## config.mk

```make
export PLATFORM = sky130hd
export DESIGN_NAME = axi_lite_regfile_slave
export DESIGN_NICKNAME = d
export VERILOG_FILES = /design/src/rtl/axi_lite_regfile_slave.sv
export SDC_FILE = /design/constraint.sdc
export NUM_CORES = 1
export LEC_CHECK = 0
export CORE_ASPECT_RATIO = 0.9
export CORE_MARGIN = 2
export CORE_UTILIZATION = 50
export DETAILED_ROUTE_END_ITERATION = 10
export PLACE_DENSITY = 0.91
export RECOVER_POWER = 25
export SLEW_MARGIN = 30
export SYNTH_ARGS = -nofsm -noshare
export SYNTH_HDL_FRONTEND = slang
export SYNTH_SLANG_ARGS = --single-unit
```

## constraint.sdc

```tcl
create_clock -name clk -period 15.3 [get_ports clk]
set_input_delay 2.295 -clock clk [delete_from_list [all_inputs] [get_ports clk]]
set_output_delay 2.295 -clock clk [all_outputs]
set_load 0.1 [all_outputs]
```

## src/rtl/axi_lite_regfile_slave.sv

```systemverilog
// AXI4-Lite slave in front of a flat register file with write pulses and SLVERR decode.
// Define AXI_REGFILE_WSTRB_EN to honour byte strobes; otherwise every commit writes the full word.
module axi_lite_regfile_slave #(
  parameter int ADDR_WIDTH = 6,
  parameter int DATA_WIDTH = 32,
  parameter int NUM_REGS   = 8
) (
  input  logic                           clk,
  input  logic                           rst,
  input  logic [ADDR_WIDTH-1:0]          s_axi_awaddr,
  input  logic                           s_axi_awvalid,
  output logic                           s_axi_awready,
  input  logic [DATA_WIDTH-1:0]          s_axi_wdata,
  input  logic [DATA_WIDTH/8-1:0]        s_axi_wstrb,
  input  logic                           s_axi_wvalid,
  output logic                           s_axi_wready,
  output logic [1:0]                     s_axi_bresp,
  output logic                           s_axi_bvalid,
  input  logic                           s_axi_bready,
  input  logic [ADDR_WIDTH-1:0]          s_axi_araddr,
  input  logic                           s_axi_arvalid,
  output logic                           s_axi_arready,
  output logic [DATA_WIDTH-1:0]          s_axi_rdata,
  output logic [1:0]                     s_axi_rresp,
  output logic                           s_axi_rvalid,
  input  logic                           s_axi_rready,
  output logic [NUM_REGS*DATA_WIDTH-1:0] regs_o,
  output logic [NUM_REGS-1:0]            wr_pulse_o
);

  localparam int ADDR_LSB = $clog2(DATA_WIDTH/8);
  localparam int IDX_W    = ADDR_WIDTH - ADDR_LSB;
  localparam logic [1:0] RESP_OKAY   = 2'b00;
  localparam logic [1:0] RESP_SLVERR = 2'b10;

  logic                           r_awready, r_wready, r_arready;
  logic                           r_aw_held, r_w_held;
  logic [IDX_W-1:0]               r_aw_idx;
  logic [DATA_WIDTH-1:0]          r_w_data;
  logic                           r_bvalid;
  logic [1:0]                     r_bresp;
  logic                           r_rvalid;
  logic [1:0]                     r_rresp;
  logic [DATA_WIDTH-1:0]          r_rdata;
  logic [NUM_REGS-1:0]            r_wr_pulse;

  logic                           w_aw_hs, w_w_hs, w_ar_hs, w_commit;
  logic [IDX_W-1:0]               w_widx, w_ridx;
  logic                           w_w_in_range, w_r_in_range;
  logic [DATA_WIDTH-1:0]          w_wdata, w_rd_word;
  logic [NUM_REGS-1:0]            w_we;
  logic [NUM_REGS*DATA_WIDTH-1:0] w_regs_flat;
  logic                           w_unused_bits;

  assign w_aw_hs  = s_axi_awvalid & r_awready;
  assign w_w_hs   = s_axi_wvalid & r_wready;
  assign w_ar_hs  = s_axi_arvalid & r_arready;

  // Held halves stay set through the response, so commit is gated on !bvalid.
  assign w_commit = !r_bvalid && (r_aw_held || w_aw_hs) && (r_w_held || w_w_hs);
  assign w_widx   = r_aw_held ? r_aw_idx : s_axi_awaddr[ADDR_WIDTH-1:ADDR_LSB];
  assign w_wdata  = r_w_held ? r_w_data : s_axi_wdata;
  assign w_ridx   = s_axi_araddr[ADDR_WIDTH-1:ADDR_LSB];
  assign w_w_in_range = 32'(w_widx) < NUM_REGS;
  assign w_r_in_range = 32'(w_ridx) < NUM_REGS;

`ifdef AXI_REGFILE_WSTRB_EN
  logic [DATA_WIDTH/8-1:0] r_w_strb;
  logic [DATA_WIDTH/8-1:0] w_strb;
  logic [DATA_WIDTH-1:0]   w_wmask;

  assign w_strb = r_w_held ? r_w_strb : s_axi_wstrb;
  for (genvar gi = 0; gi < DATA_WIDTH/8; gi++) begin : g_mask
    assign w_wmask[gi*8 +: 8] = {8{w_strb[gi]}};
  end

  always_ff @(posedge clk or posedge rst) begin
    if (rst)         r_w_strb <= '0;
    else if (w_w_hs) r_w_strb <= s_axi_wstrb;
  end

  assign w_unused_bits = ^{s_axi_awaddr[ADDR_LSB-1:0], s_axi_araddr[ADDR_LSB-1:0]};
`else
  assign w_unused_bits = ^{s_axi_awaddr[ADDR_LSB-1:0], s_axi_araddr[ADDR_LSB-1:0], s_axi_wstrb};
`endif

  for (genvar gi = 0; gi < NUM_REGS; gi++) begin : g_reg
    logic [DATA_WIDTH-1:0] r_q;
    logic [DATA_WIDTH-1:0] w_next;

    assign w_we[gi] = w_commit && w_w_in_range && (32'(w_widx) == gi);
`ifdef AXI_REGFILE_WSTRB_EN
    assign w_next = (r_q & ~w_wmask) | (w_wdata & w_wmask);
`else
    assign w_next = w_wdata;
`endif

    always_ff @(posedge clk or posedge rst) begin
      if (rst)           r_q <= '0;
      else if (w_we[gi]) r_q <= w_next;
    end

    assign w_regs_flat[gi*DATA_WIDTH +: DATA_WIDTH] = r_q;
  end

  // Out-of-range indices match no register and therefore read as zero.
  always_comb begin
    w_rd_word = '0;
    for (int i = 0; i < NUM_REGS; i++)
      if (32'(w_ridx) == i) w_rd_word = w_regs_flat[i*DATA_WIDTH +: DATA_WIDTH];
  end

  always_ff @(posedge clk or posedge rst) begin
    if (rst) begin
      r_awready  <= 1'b0;
      r_wready   <= 1'b0;
      r_aw_held  <= 1'b0;
      r_w_held   <= 1'b0;
      r_aw_idx   <= '0;
      r_w_data   <= '0;
      r_bvalid   <= 1'b0;
      r_bresp    <= RESP_OKAY;
      r_wr_pulse <= '0;
    end else begin
      // Ready recovers one cycle after the B handshake, giving a 3-cycle write period.
      r_awready  <= !w_aw_hs && !r_aw_held && !r_bvalid;
      r_wready   <= !w_w_hs && !r_w_held && !r_bvalid;
      r_wr_pulse <= w_we;
      if (w_aw_hs) begin
        r_aw_held <= 1'b1;
        r_aw_idx  <= s_axi_awaddr[ADDR_WIDTH-1:ADDR_LSB];
      end
      if (w_w_hs) begin
        r_w_held <= 1'b1;
        r_w_data <= s_axi_wdata;
      end
      if (w_commit) begin
        r_bvalid <= 1'b1;
        r_bresp  <= w_w_in_range ? RESP_OKAY : RESP_SLVERR;
      end else if (r_bvalid && s_axi_bready) begin
        r_bvalid  <= 1'b0;
        r_aw_held <= 1'b0;
        r_w_held  <= 1'b0;
      end
    end
  end

  always_ff @(posedge clk or posedge rst) begin
    if (rst) begin
      r_arready <= 1'b0;
      r_rvalid  <= 1'b0;
      r_rdata   <= '0;
      r_rresp   <= RESP_OKAY;
    end else begin
      r_arready <= !(w_ar_hs || (r_rvalid && !s_axi_rready));
      if (w_ar_hs) begin
        r_rvalid <= 1'b1;
        r_rdata  <= w_rd_word;
        r_rresp  <= w_r_in_range ? RESP_OKAY : RESP_SLVERR;
      end else if (r_rvalid && s_axi_rready) begin
        r_rvalid <= 1'b0;
      end
    end
  end

  assign s_axi_awready = r_awready;
  assign s_axi_wready  = r_wready;
  assign s_axi_bvalid  = r_bvalid;
  assign s_axi_bresp   = r_bresp;
  assign s_axi_arready = r_arready;
  assign s_axi_rvalid  = r_rvalid;
  assign s_axi_rdata   = r_rdata;
  assign s_axi_rresp   = r_rresp;
  assign regs_o        = w_regs_flat;
  assign wr_pulse_o    = r_wr_pulse;

endmodule

```

==> flow_metrics.env, run 1 <==
export IMPL_worst_pin_slew_ps=6880
export IMPL_num_vias=13300
export IMPL_start_util_pct=50.8
export IMPL_violations="capacitance limit, slew limit"
export IMPL_ios=360
export IMPL_multi_input_area_sq_um=5630
export IMPL_clock_root_buffer="clkbuf_16"
export IMPL_yosysMostFrequentCell="dfrtp_1"
export IMPL_clkTransAtPathRegs_ps=60
export IMPL_dieArea_sq_um=30800
export IMPL_skew_ps=12.4
export IMPL_clock_sinks=341
export IMPL_io_buffers=349
export IMPL_floorplan_rows=59
export IMPL_hold_buffers=0
export IMPL_worst_path_max_fanout=153
export IMPL_rsz0062_at_grt="no"
export IMPL_grt_pass1_vias=13000
export IMPL_grt_max_degree=154
export IMPL_drt_initial_drc_count=1422
export IMPL_synth_cell_types=47
export IMPL_ys_warn_count=0
export IMPL_required_ps=15810
export IMPL_final_nets=1772
export IMPL_cp_data_arrival_time_ps=8660
export IMPL_syn_area_sq_um=14700
export IMPL_wl_um=51200
export IMPL_status="finished, violations left"
export IMPL_area_growth_pct=31.5
export IMPL_setup_viol=0
export IMPL_synth_edf_count=0
export IMPL_synth_top_area_share_pct=58.1
export IMPL_holdCritPathClass="reg -> reg"
export IMPL_placed_area_sq_um=18300
export IMPL_insertion_delay_ps=500
export IMPL_grt_antenna_before_repair=0
export IMPL_drive_gt1_share_pct=8.74
export IMPL_cts_setup_buffers=0
export IMPL_ys_top_cells_by_area="dfrtp_1 58%, a21oi_1 9.7%, nor2_1 6.4%, mux4_2 3.1%, mux2i_1 3.0%"
export IMPL_fin_setup_tns_ps=0
export IMPL_fin_crit_ps=8150
export IMPL_drt_wirelength_per_cell_um=24.0
export IMPL_hpwl_um=32600
export IMPL_detail_route_antenna_nets=0
export IMPL_synth_area_per_cell_sq_um=10.3
export IMPL_cts_tree="built"
export IMPL_slew_headroom_pct=-359
export IMPL_via_per_inst=6.20
export IMPL_fin_crit_sh_pct=53.2
export IMPL_first_pass_iters=5
export IMPL_grt_overflow_total=0
export IMPL_synth_top_flop_cell="dfrtp_1"
export IMPL_dieHeight_um=167
export IMPL_utilization_pct=66.8
export IMPL_grt_pass1_wl_um=77100
export IMPL_max_freq_mhz=123
export IMPL_n_antenna_cell=0
export IMPL_cp_start_kind="primary input"
export IMPL_yosysSeqAreaShare_pct=58.1
export IMPL_ys_ff_latch=341
export IMPL_yosysTopAreaCell="dfrtp_1"
export IMPL_maxCapViolations=3
export IMPL_synth_commonest_cells="341 x dfrtp_1, 286 x a21oi_1, 252 x nor2_1, 85 x nand2_1, 48 x buf_2"
export IMPL_final_area_sq_um=19300
export IMPL_n_fill_cell=2164
export IMPL_drv_slew=232
export IMPL_globalplace_congestion=0.883
export IMPL_post_cts_resized=0
export IMPL_numCtsBuffers=35
export IMPL_grt_util_all_layers_pct=32.9
export IMPL_core_sq_um=28900
export IMPL_hold_violations=0
export IMPL_postSynthCellCount=1421
export IMPL_seqCellArea_sq_um=8530
export IMPL_end_kind="asynchronous set/reset pin"
export IMPL_chipWidth_um=185
export IMPL_ctsLongestPathBuffers=3
export IMPL_drc=0
export IMPL_crit_type="in -> async"
export IMPL_synthArstFlopShare_pct=100
export IMPL_whs_ps=492
export IMPL_htree_levels=2
-- metal layers --
layer	part of all wire, %	routed length, um	track usage, %
met4	5.1	2590	15.2
met1	38	19500	44.8
met3	11	5870	8.68
met5	0	0	0
met2	45	23200	49.7
-- layout make-up --
type                       count  area share [%]
clock inverter                 8           0.356
clock buffer                  52            5.39
timing repair buffer         371            18.2
sequential                   341            44.2
inverter                      10           0.201
multi-input combinational    958            29.1
tap                          396            2.56
-- final timing paths --
check | from | to | slack (ps) | cells after the start
max | rst | g_reg[3].r_q[8] | 7150 | 4
min | s_axi_rresp[1] | s_axi_rresp[1] | 490 | 2
max reg2reg | s_axi_arready | s_axi_rdata[18] | 10880 | 6
min reg2reg | s_axi_rresp[1] | s_axi_rresp[1] | 490 | 2
max in group clk | s_axi_arvalid | s_axi_rdata[18] | 8880 | 7
min in group asynchronous | rst | g_reg[3].r_q[28] | 4400 | 2
-- state kept, by name, summed over array words and instances (netlist names) --
register,flops
r_aw_idx,4
r_w_data,32
s_axi_bresp,1
s_axi_rresp,1
s_axi_rdata,32
s_axi_wready,1
s_axi_rvalid,1
r_w_held,1
wr_pulse_o,8
g.r_q,256
s_axi_bvalid,1
s_axi_awready,1
r_aw_held,1
s_axi_arready,1
-- cells in the final DEF, fill, tap and decap left out, types with 25 or more instances in the layout --
cell type	Yosys	routed
o21ai_1	32	31
clkbuf_16	0	37
nor2_1	252	251
clkdlybuf4s50_1	0	321
a21o_1	25	25
nand2_1	85	85
clkbuf_1	43	32
mux2i_1	44	42
a21oi_1	286	287
dfrtp_1	341	340
o22ai_1	33	33
mux2_2	39	39
o21ai_0	39	39
-- cells by family (layout without fill, tap and decap cells) --
group / count (synthesis) / count (layout) / synth area share [%]
AND/OR/NAND/NOR: 376 / 376 / 10.3
multiplexers: 103 / 103 / 9.05
other: 1 / 2 / 0.0255
buffers and inverters: 123 / 441 / 4.09
AO/OA/AOI/OAI: 477 / 477 / 18.4
flip-flops: 341 / 341 / 58.1
-- worst max-delay path: stages --
cell and delay (ps):
dlygate4sd3_1 550, clkinvlp_2 3770, buf_4 1120, buf_4 800
-- per-stage QoR --
step	std cells	worst slack, ps
after CTS	2136	10510
after global placement	2076	10010
after floorplan	1422	3550
final	2136	7150
after detailed placement	2076	10050
after global routing	2136	6110
Power of run 1 is not shown: default switching activity piles up to over one toggle a cycle in this logic, so the estimate is an artifact.
==> run 2, diff against run 1 <==
- clock period: 15.3 -> 8.15 ns (I/O delays scaled with it)
==> flow_metrics.env, run 2 (same netlist as run 1, synthesis figures left out) <==
export IMPL_status="finished, violations left"
export IMPL_violations="capacitance limit, slew limit"
export IMPL_grt_use_met2_pct=50.9
export IMPL_required_ps=8520
export IMPL_largest_register_ffs=256
export IMPL_cp_start_kind="primary input"
export IMPL_final_nets=1781
export IMPL_drt_initial_drc_count=1267
export IMPL_core_sq_um=28900
export IMPL_drt_wirelength_per_cell_um=24.2
export IMPL_num_vias=13400
export IMPL_drv_slew=120
export IMPL_first_pass_iters=6
export IMPL_wl_um=51900
export IMPL_ctsLongestPathBuffers=3
export IMPL_setup_viol=0
export IMPL_slew_headroom_pct=-73.9
export IMPL_via_per_inst=6.23
export IMPL_grt_pass1_vias=13300
export IMPL_grt_use_met3_pct=7.94
export IMPL_detail_route_antenna_nets=0
export IMPL_clkTransAtPathRegs_ps=60
export IMPL_grt_pass1_wl_um=78800
export IMPL_dieArea_sq_um=30800
export IMPL_globalplace_congestion=0.930
export IMPL_drive_gt1_share_pct=9.71
export IMPL_start_util_pct=50.8
export IMPL_dieHeight_um=167
export IMPL_grt_overflow_total=0
export IMPL_final_cell_mix="340 x dfrtp_1, 317 x clkdlybuf4s50_1, 287 x a21oi_1"
export IMPL_ios=360
export IMPL_n_fill_cell=2062
export IMPL_top_register="g.r_q"
export IMPL_r2r_start="s_axi_arready"
export IMPL_fin_setup_tns_ps=0
export IMPL_post_cts_resized=0
export IMPL_crit_type="in -> reg"
export IMPL_area_growth_pct=32.5
export IMPL_worst_path_max_fanout=44
export IMPL_io_buffers=349
export IMPL_rsz0062_at_grt="no"
export IMPL_holdCritPathClass="reg -> reg"
export IMPL_hold_violations=0
export IMPL_max_freq_mhz=185
export IMPL_drc=0
export IMPL_cts_tree="built"
export IMPL_layout_commonest_cell="dfrtp_1"
export IMPL_fin_crit_ps=5400
export IMPL_insertion_delay_ps=510
export IMPL_min_delay_start="s_axi_rdata[10]"
export IMPL_worst_pin_slew_ps=2610
export IMPL_cts_setup_buffers=0
export IMPL_clock_root_buffer="clkbuf_16"
export IMPL_hpwl_um=33700
export IMPL_fin_crit_sh_pct=66.2
export IMPL_cp_data_arrival_time_ps=5770
export IMPL_floorplan_rows=59
export IMPL_hold_buffers=0
export IMPL_utilization_pct=67.2
export IMPL_grt_util_all_layers_pct=33.8
export IMPL_whs_ps=507
export IMPL_clock_sinks=341
export IMPL_maxCapViolations=3
export IMPL_use_met1_pct=45.6
export IMPL_numCtsBuffers=37
export IMPL_grt_max_degree=172
export IMPL_busiest_layer="met2"
export IMPL_end_kind="flip-flop"
export IMPL_htree_levels=2
export IMPL_grt_antenna_before_repair=1
export IMPL_skew_ps=12.0
export IMPL_fin_cells=2148
export IMPL_dp_cells=2082
export IMPL_setup_worst_path_start="s_axi_arvalid"
export IMPL_chipWidth_um=185
-- run 2: cell types whose count changed in the layout (fill, tap and decap cells not counted), sizes merged --
cell           change
buf                +8
bufinv             +2
clkbuf             +2
clkdlybuf4s50      -4
clkinv             +3
clkinvlp           +1
diode              +1
dlygate4sd3        -1
-- run 2: metal layers --
layer	wire length, um	share of wire (%)
met1	20000	39
met2	23200	45
met3	5300	10
met4	3390	6.5
met5	0	0
-- run 2: through the flow --
| stage | instance area [sq um] | setup WS, ps |
|---|---|---|
| 2_1_floorplan | 14700 | 2370 |
| 3_3_place_gp | 18400 | 3920 |
| 3_5_place_dp | 18400 | 3880 |
| 4_1_cts | 19600 | 4390 |
| 5_1_grt | 19500 | 2670 |
| 6_report | 19500 | 2750 |
-- run 2: path summary, 6_finish.rpt --
path / slack, ps / cells after the start / to
max: 2750 / 7 / s_axi_rdata[29]
min: 510 / 2 / s_axi_rdata[10]
max reg2reg: 3670 / 6 / s_axi_rdata[29]
min reg2reg: 510 / 2 / s_axi_rdata[10]
max in group asynchronous: 3790 / 4 / g_reg[0].r_q[11]
min in group asynchronous: 1420 / 2 / g_reg[2].r_q[28]
-- run 2: layout make-up --
class	count	area (sq um)	share of cell area, %
Antenna cell	1	2.50	0.0129
Clock inverter	14	148	0.759
Sequential cell	341	8530	43.9
Timing Repair Buffer	378	3560	18.3
Multi-Input combinational cell	958	5630	29.0
Clock buffer	50	1040	5.37
Tap cell	396	495	2.55
Inverter	10	38.8	0.199
-- run 2: worst max-delay path, stage by stage --
cell           delay (ps)
dlygate4sd3_1         550
and2_2                150
clkbuf_1             1840
nand2_1              1140
buf_4                 530
o22ai_1               200
a21oi_1               100
Power of run 2 is left out for the same reason.
==> run 3, diff against run 2 <==
- clock period: 8.15 -> 5.6 ns (I/O delays scaled with it)
==> flow_metrics.env, run 3 (same netlist as run 1, synthesis figures left out) <==
export IMPL_max_stage_delay_ps=1940
export IMPL_grt_pass1_wl_um=77500
export IMPL_setup_viol=0
export IMPL_rr_endpoint="g_reg[3].r_q[3]"
export IMPL_worst_r2r_setup_slack_ps=3110
export IMPL_rsz0062_at_grt="no"
export IMPL_cp_start_kind="primary input"
export IMPL_fin_setup_tns_ps=0
export IMPL_endpoint="g_reg[1].r_q[11]"
export IMPL_final_nets=1782
export IMPL_drv_slew=91
export IMPL_hold_buffers=0
export IMPL_drt_initial_drc_count=1566
export IMPL_n_antenna_cell=0
export IMPL_grt_max_degree=174
export IMPL_io_buffers=349
export IMPL_core_sq_um=28900
export IMPL_start_util_pct=50.8
export IMPL_crit_chain="dlygate4sd3_1 > clkinvlp_2 > clkbuf_1 > buf_16"
export IMPL_first_pass_iters=6
export IMPL_grt_use_met2_pct=51.5
export IMPL_busiest_layer="met2"
export IMPL_violations="capacitance limit, slew limit"
export IMPL_drt_wirelength_per_cell_um=23.8
export IMPL_ctsLongestPathBuffers=3
export IMPL_htree_levels=2
export IMPL_grt_util_all_layers_pct=33.0
export IMPL_r2r_start="r_aw_held"
export IMPL_hold_violations=0
export IMPL_critPathSlowestCell="clkbuf_1"
export IMPL_dp_cells=2082
export IMPL_seqCellArea_sq_um=8530
export IMPL_grt_use_met3_pct=8.13
export IMPL_ios=360
export IMPL_num_vias=13200
export IMPL_via_per_inst=6.14
export IMPL_n_fill_cell=2071
export IMPL_max_freq_mhz=287
export IMPL_clock_sinks=341
export IMPL_dieHeight_um=167
export IMPL_worst_pin_slew_ps=2750
export IMPL_drive_gt1_share_pct=10.8
export IMPL_worst_path_max_fanout=124
export IMPL_end_kind="asynchronous set/reset pin"
export IMPL_maxCapViolations=2
export IMPL_skew_ps=19.6
export IMPL_grt_overflow_total=0
export IMPL_status="finished, violations left"
export IMPL_cp_data_arrival_time_ps=4060
export IMPL_hpwl_um=33400
export IMPL_final_cell_mix="340 x dfrtp_1, 320 x clkdlybuf4s50_1, 287 x a21oi_1"
export IMPL_crit_type="in -> async"
export IMPL_use_met1_pct=44.0
export IMPL_grt_antenna_before_repair=1
export IMPL_numCtsBuffers=37
export IMPL_area_growth_pct=33.0
export IMPL_globalplace_congestion=0.871
export IMPL_detail_route_antenna_nets=0
export IMPL_multi_input_area_sq_um=5640
export IMPL_dieArea_sq_um=30800
export IMPL_drc=0
export IMPL_wl_um=51200
export IMPL_fin_crit_sh_pct=62.2
export IMPL_slew_headroom_pct=-83.1
export IMPL_insertion_delay_ps=520
export IMPL_cts_setup_buffers=0
export IMPL_grt_pass1_vias=13300
export IMPL_largest_register_ffs=256
export IMPL_layout_commonest_cell="dfrtp_1"
export IMPL_post_cts_resized=0
export IMPL_reg2reg_depth=5
export IMPL_hold_depth=2
export IMPL_cts_tree="built"
export IMPL_top_register="g.r_q"
export IMPL_clkTransAtPathRegs_ps=60
export IMPL_min_delay_start="s_axi_rdata[26]"
export IMPL_chipWidth_um=185
export IMPL_required_ps=6180
export IMPL_setup_worst_path_start="rst"
export IMPL_floorplan_rows=59
export IMPL_holdCritPathClass="reg -> reg"
export IMPL_clock_root_buffer="clkbuf_16"
export IMPL_fin_crit_ps=3480
export IMPL_fin_cells=2149
run 3: worst min-delay path by stage:
stage / end / slack (ps)
final: s_axi_rdata[26] / 500
after global routing: r_w_data[30] / 520
after CTS: s_axi_rdata[26] / 500
after detailed placement: s_axi_rdata[26] / 490
after global placement: s_axi_rresp[1] / 470
after floorplan: r_aw_idx[3] / 470
run 3: per-layer routing:
layer,part of all wire [%],wire [um]
met5,0.10,53
met4,4.8,2470
met3,11,5530
met2,46,23600
met1,38,19500
run 3: critical path: cells and delay by family:
family	cells	cell delay, ps
buf+inv	4	3070
run 3: layout make-up:
cell class | count | area share (%)
Multi-Input combinational cell | 958 | 28.8
Tap cell | 396 | 2.54
Clock buffer | 52 | 5.28
Clock inverter | 13 | 0.884
Timing Repair Buffer | 379 | 18.6
Inverter | 10 | 0.198
Sequential cell | 341 | 43.7
run 3: stage by stage:
stage	setup slack, ps	utilization, %	hold WS (ps)	cell area [sq um]
2_1_floorplan	199	-	468	14700
3_3_place_gp	2310	63.7	466	18400
3_5_place_dp	2260	63.5	486	18400
4_1_cts	2590	67.7	499	19600
5_1_grt	1610	67.5	515	19500
6_report	2120	67.5	504	19500
Power of run 3 is left out for the same reason.
